--- src/rtl/hazard_forward_unit.sv ---
// rtl/hazard_forward_unit.sv - decode/execute operand bypass selects and load-use stall FSM
// Optional WB-cycle bypass (select 3) enabled by defining HAZARD_WB_BYPASS_EN.
module hazard_forward_unit #(
  parameter int AWIDTH      = 5,
  parameter int NUM_SRC     = 2,
  parameter int LOAD_LAT    = 1,
  parameter int ZERO_REG_EN = 1
) (
  input  logic                      d_clk,
  input  logic                      d_rst_n,
  input  logic                      ds_i_valid,
  input  logic [NUM_SRC*AWIDTH-1:0] ds_i_addr_rs,
  input  logic [NUM_SRC-1:0]        ds_i_use_rs,
  input  logic [AWIDTH-1:0]         es_i_addr_rd,
  input  logic                      es_i_regwrite,
  input  logic                      es_i_memread,
  input  logic [AWIDTH-1:0]         ms_i_addr_rd,
  input  logic                      ms_i_regwrite,
  input  logic [AWIDTH-1:0]         wb_i_addr_rd,
  input  logic                      wb_i_regwrite,
  input  logic                      ext_i_freeze,
  output logic [NUM_SRC*2-1:0]      f_o_control,
  output logic                      hz_o_stall,
  output logic                      hz_o_bubble
);

  typedef enum logic {ST_RUN, ST_STALL} state_e;

  localparam logic [2:0] LAT_M1 = 3'(LOAD_LAT - 1);

  state_e                 state_q, state_d;
  logic [2:0]             cnt_q, cnt_d;
  logic [NUM_SRC*2-1:0]   ctrl_q, ctrl_d;
  logic [NUM_SRC*2-1:0]   sel_next;
  logic [NUM_SRC-1:0]     m_ex;
  logic                   load_use;

  genvar k;
  generate
    for (k = 0; k < NUM_SRC; k++) begin : g_src
      logic [AWIDTH-1:0] addr;
      logic              live;
      logic              m_ms;
      logic [1:0]        wb_sel;

      assign addr    = ds_i_addr_rs[k*AWIDTH +: AWIDTH];
      assign live    = ds_i_valid & ds_i_use_rs[k] & ~((ZERO_REG_EN != 0) && (addr == '0));
      assign m_ex[k] = live & es_i_regwrite & (addr == es_i_addr_rd);
      assign m_ms    = live & ms_i_regwrite & (addr == ms_i_addr_rd);
`ifdef HAZARD_WB_BYPASS_EN
      assign wb_sel  = (live & wb_i_regwrite & (addr == wb_i_addr_rd)) ? 2'd3 : 2'd0;
`else
      assign wb_sel  = 2'd0;
`endif
      assign sel_next[2*k +: 2] = m_ex[k] ? 2'd1 : (m_ms ? 2'd2 : wb_sel);
    end
  endgenerate

`ifndef HAZARD_WB_BYPASS_EN
  // Write-first register file makes the WB stage irrelevant here.
  logic unused_wb;
  assign unused_wb = ^{wb_i_addr_rd, wb_i_regwrite};
`endif

  // Detection is masked while already stalling; the consumer is re-evaluated on return.
  assign load_use = (state_q == ST_RUN) & es_i_memread & (|m_ex);

  always_comb begin
    state_d     = state_q;
    cnt_d       = cnt_q;
    ctrl_d      = ctrl_q;
    hz_o_stall  = 1'b0;
    hz_o_bubble = 1'b0;
    if (!ext_i_freeze) begin
      case (state_q)
        ST_RUN: begin
          if (load_use) begin
            hz_o_stall  = 1'b1;
            hz_o_bubble = 1'b1;
            ctrl_d      = '0;
            cnt_d       = LAT_M1;
            if (LAT_M1 != 3'd0) state_d = ST_STALL;
          end else begin
            ctrl_d = sel_next;
          end
        end
        ST_STALL: begin
          hz_o_stall  = 1'b1;
          hz_o_bubble = 1'b1;
          ctrl_d      = '0;
          if (cnt_q <= 3'd1) begin
            cnt_d   = 3'd0;
            state_d = ST_RUN;
          end else begin
            cnt_d = cnt_q - 3'd1;
          end
        end
        default: state_d = ST_RUN;
      endcase
    end
  end

  always_ff @(posedge d_clk or negedge d_rst_n) begin
    if (!d_rst_n) begin
      state_q <= ST_RUN;
      cnt_q   <= 3'd0;
      ctrl_q  <= '0;
    end else begin
      state_q <= state_d;
      cnt_q   <= cnt_d;
      ctrl_q  <= ctrl_d;
    end
  end

  assign f_o_control = ctrl_q;

endmodule

--- config.mk ---
export PLATFORM = sky130hd
export DESIGN_NAME = hazard_forward_unit
export DESIGN_NICKNAME = d
export VERILOG_FILES = /design/src/rtl/hazard_forward_unit.sv
export SDC_FILE = /design/constraint.sdc
export NUM_CORES = 1
export LEC_CHECK = 0
export CAP_MARGIN = 30
export CELL_PAD_IN_SITES_DETAIL_PLACEMENT = 0
export CELL_PAD_IN_SITES_GLOBAL_PLACEMENT = 1
export CORE_MARGIN = 10
export CORE_UTILIZATION = 25
export DETAILED_ROUTE_END_ITERATION = 8
export GPL_TIMING_DRIVEN = 0
export PLACE_DENSITY_LB_ADDON = 0.1
export SLEW_MARGIN = 40
export SYNTH_ARGS = -nofsm -noshare
export SYNTH_HDL_FRONTEND = slang
export SYNTH_SLANG_ARGS = --single-unit
--- constraint.sdc ---
create_clock -name d_clk -period 1.8 [get_ports d_clk]
set_input_delay 0.36 -clock d_clk [delete_from_list [all_inputs] [get_ports d_clk]]
set_output_delay 0.36 -clock d_clk [all_outputs]
set_load 0.005 [all_outputs]
==> flow_metrics.env <==
export IMPL_status="complete, but fails checks"
export IMPL_violations="setup timing"
export IMPL_numCtsBuffers=3
export IMPL_slew_headroom_pct=72.5
export IMPL_final_cells=183
export IMPL_critPathRequiredTime_ns=1.44
export IMPL_synth_edff_count=0
export IMPL_powerDensity_mw_per_mm2=389
export IMPL_clockBufferDepth=2
export IMPL_p_sw_w=0.000149
export IMPL_timing_rr_start="state_q$_DFFE_PN0N_"
export IMPL_cts_hold_buf=0
export IMPL_overflow=0
export IMPL_ys_flop_type="dfrtp_1"
export IMPL_grt_start_max_net_pins=11
export IMPL_final_nets=178
export IMPL_ys_top_cells_by_count="xnor2_1 (16), dfrtp_1 (8), nand2_1 (6), nor2_1 (5)"
export IMPL_ios=41
export IMPL_clk_latency_ns=0.25
export IMPL_synth_most_common_cell="xnor2_1"
export IMPL_syn_avg_cell_area_sq_um=8.81
export IMPL_postRouteWirelength_um=2600
export IMPL_ys_seq_elements=8
export IMPL_rsz0062_at_grt="yes"
export IMPL_viasPerCell=4.76
export IMPL_wl_per_cell_um=14.2
export IMPL_combPwrFrac_pct=37.9
export IMPL_drt_pass1_iter_count=4
export IMPL_p_leak_nw=0.568
export IMPL_initial_utilization_pct=26.0
export IMPL_drive_above_1_share_pct=29.5
export IMPL_max_vdd_ir_drop_v=0.000128
export IMPL_first_iter_violations=47
export IMPL_clk_pin_slew_ns=0.06
export IMPL_max_cap_violations=0
export IMPL_setup_slack_ns=-0.344
export IMPL_tightest_slew_ns=0.412
export IMPL_crit_start="ds_i_addr_rs[6]"
export IMPL_period_minus_slack_ns=2.14
export IMPL_num_rows=20
export IMPL_drcViolationCount=0
export IMPL_pwr_share_seq_pct=35.2
export IMPL_clkPwrFrac_pct=27.0
export IMPL_yosysSeqAreaShare_pct=25.2
export IMPL_netlist_area_sq_um=793
export IMPL_die_h_um=76.3
export IMPL_worstPathMaxFanout=2
export IMPL_async_flop_share_pct=100
export IMPL_crit_type="primary input to primary output"
export IMPL_synthToLayoutAreaGrowth_pct=66.9
export IMPL_cts_max_level=1
export IMPL_routed_via_count=871
export IMPL_yosys_warnings=0
export IMPL_synth_top_area_share_pct=25.2
export IMPL_dp_final_hpwl_um=2190
export IMPL_critPathArrivalTime_ns=1.78
export IMPL_synth_area_leaders="dfrtp_1 (25%), xnor2_1 (18%), xor2_1 (4.4%), o31ai_1 (3.8%), ha_1 (3.2%)"
export IMPL_critPathLaunchType="primary input"
export IMPL_mappedNetlistNets=127
export IMPL_syn_inst=90
export IMPL_finalHoldViolCount=0
export IMPL_max_freq_ghz=0.466
export IMPL_yosys_area_top_type="dfrtp_1"
export IMPL_synth_cell_type_count=33
export IMPL_finalClockSkew_ns=0.00258
export IMPL_report_final_slew_viol_count=0
export IMPL_ant_nets=0
export IMPL_diodes=0
export IMPL_worst_setup_path_end_kind="primary output"
export IMPL_clockRootBuffer="clkbuf_4"
export IMPL_antenna_found_initial=0
export IMPL_die_area_sq_mm=0.00583
export IMPL_swShare_pct=29.0
export IMPL_core_region_area_sq_mm=0.00305
export IMPL_routabilityCongestion=0.807
export IMPL_hp_class="primary input to async pin"
export IMPL_p_int_w=0.000366
export IMPL_io_buffers=33
export IMPL_setup_viol=3
export IMPL_grt_use_total_pct=8.80
export IMPL_die_w_um=76.3
export IMPL_dp_cells=167
export IMPL_grt_pass1_wl_um=4260
export IMPL_min_period_over_period_pct=119
export IMPL_cts_tree="yes"
export IMPL_grt_pass1_vias=955
export IMPL_clkSinkCount=8
export IMPL_finalPower_w=0.000515
per-stage QoR:
stage	util, %	TNS (ns)	hold slack (ns)	cell area (sq um)	setup slack [ns]
after floorplan	-	-0.135	0.0644	793	-0.135
after global placement	38.6	-4.39	0.478	1180	-1.18
after detailed placement	38.6	-4.35	0.491	1180	-1.17
after CTS	43.0	-0.844	0.406	1310	-0.351
after global routing	43.4	-1.04	0.423	1320	-0.386
final	43.4	-0.821	0.394	1320	-0.344
cells by family (layout without fill, tap and decap cells):
| logic type | count (synthesis) | count (layout) | synth area share [%] |
|---|---|---|---|
| adder cells (fa/ha/maj) | 2 | 2 | 3.15 |
| XOR/XNOR | 20 | 20 | 22.1 |
| flip-flops | 8 | 8 | 25.2 |
| buffers and inverters | 6 | 55 | 3.31 |
| AO/OA/AOI/OAI | 18 | 18 | 19.7 |
| AND/OR/NAND/NOR | 36 | 36 | 26.5 |
final cells by class:
class	count	area [sq um]
plain buffers	2	11.3
fillers	341	1730
flip-flops and latches	8	200
clock buffers	3	22.5
multi-input cells	76	626
repair buffers	46	394
well taps	44	55.1
inverters	4	15.0
path summary, 6_finish.rpt:
check                                              to  slack, ns  depth (start not counted)
max                                        hz_o_stall      -0.34                          7
min                              cnt_q[1]$_DFFE_PN0P_       0.39                          1
max reg2reg                f_o_control[3]$_DFFE_PN0N_       0.24                          4
min reg2reg                f_o_control[1]$_DFFE_PN0N_       0.49                          2
max in group asynchronous  f_o_control[3]$_DFFE_PN0N_       1.13                          1
min in group d_clk         f_o_control[1]$_DFFE_PN0N_       0.49                          2
sequential cells by signal (all words and copies together), names as in the netlist:
| register | count |
|---|---|
| f_o_control | 4 |
| cnt_q | 3 |
| state_q | 1 |
power groups by stage:
stage	clock, W	sequential (W)	combinational [W]
after floorplan	0	0.000184	0.0000722
after global placement	0	0.000184	0.000171
after detailed placement	0	0.000184	0.000170
after CTS	0.000148	0.000181	0.000191
after global routing	0.000159	0.000181	0.000211
final	0.000139	0.000181	0.000195
worst max-delay path, cell delays in order:
cell	delay, ns
buf_8	0.09
or4_4	0.55
o2111ai_4	0.21
o22ai_2	0.11
a31o_1	0.23
buf_4	0.13
buf_6	0.10
layer usage:
metal	wire length (um)	track usage, %	vias up
met2	1320	15.2	28
li1	-	-	431
met3	161	3.18	4
met4	44	3.90	0
met5	0	0	-
met1	1080	9.36	408
placed cells by master, fill, tap and decap left out, drive strengths merged, types with 5 or more instances in the layout:
master         synthesis  final
nor2                   5      5
nand2                  6      6
clkbuf                 1      5
dlygate4sd2            0      8
xnor2                 16     16
buf                    1     24
clkdlybuf4s50          0     14
dfrtp                  8      8
repair_timing:
action	4_1_cts	5_1_grt
gates cloned	0	0
buffers inserted	13	0
resized for setup	64	4
pin swaps	11	2
setup endpoints to repair	7	3
Power figures use the tool's default switching activity.
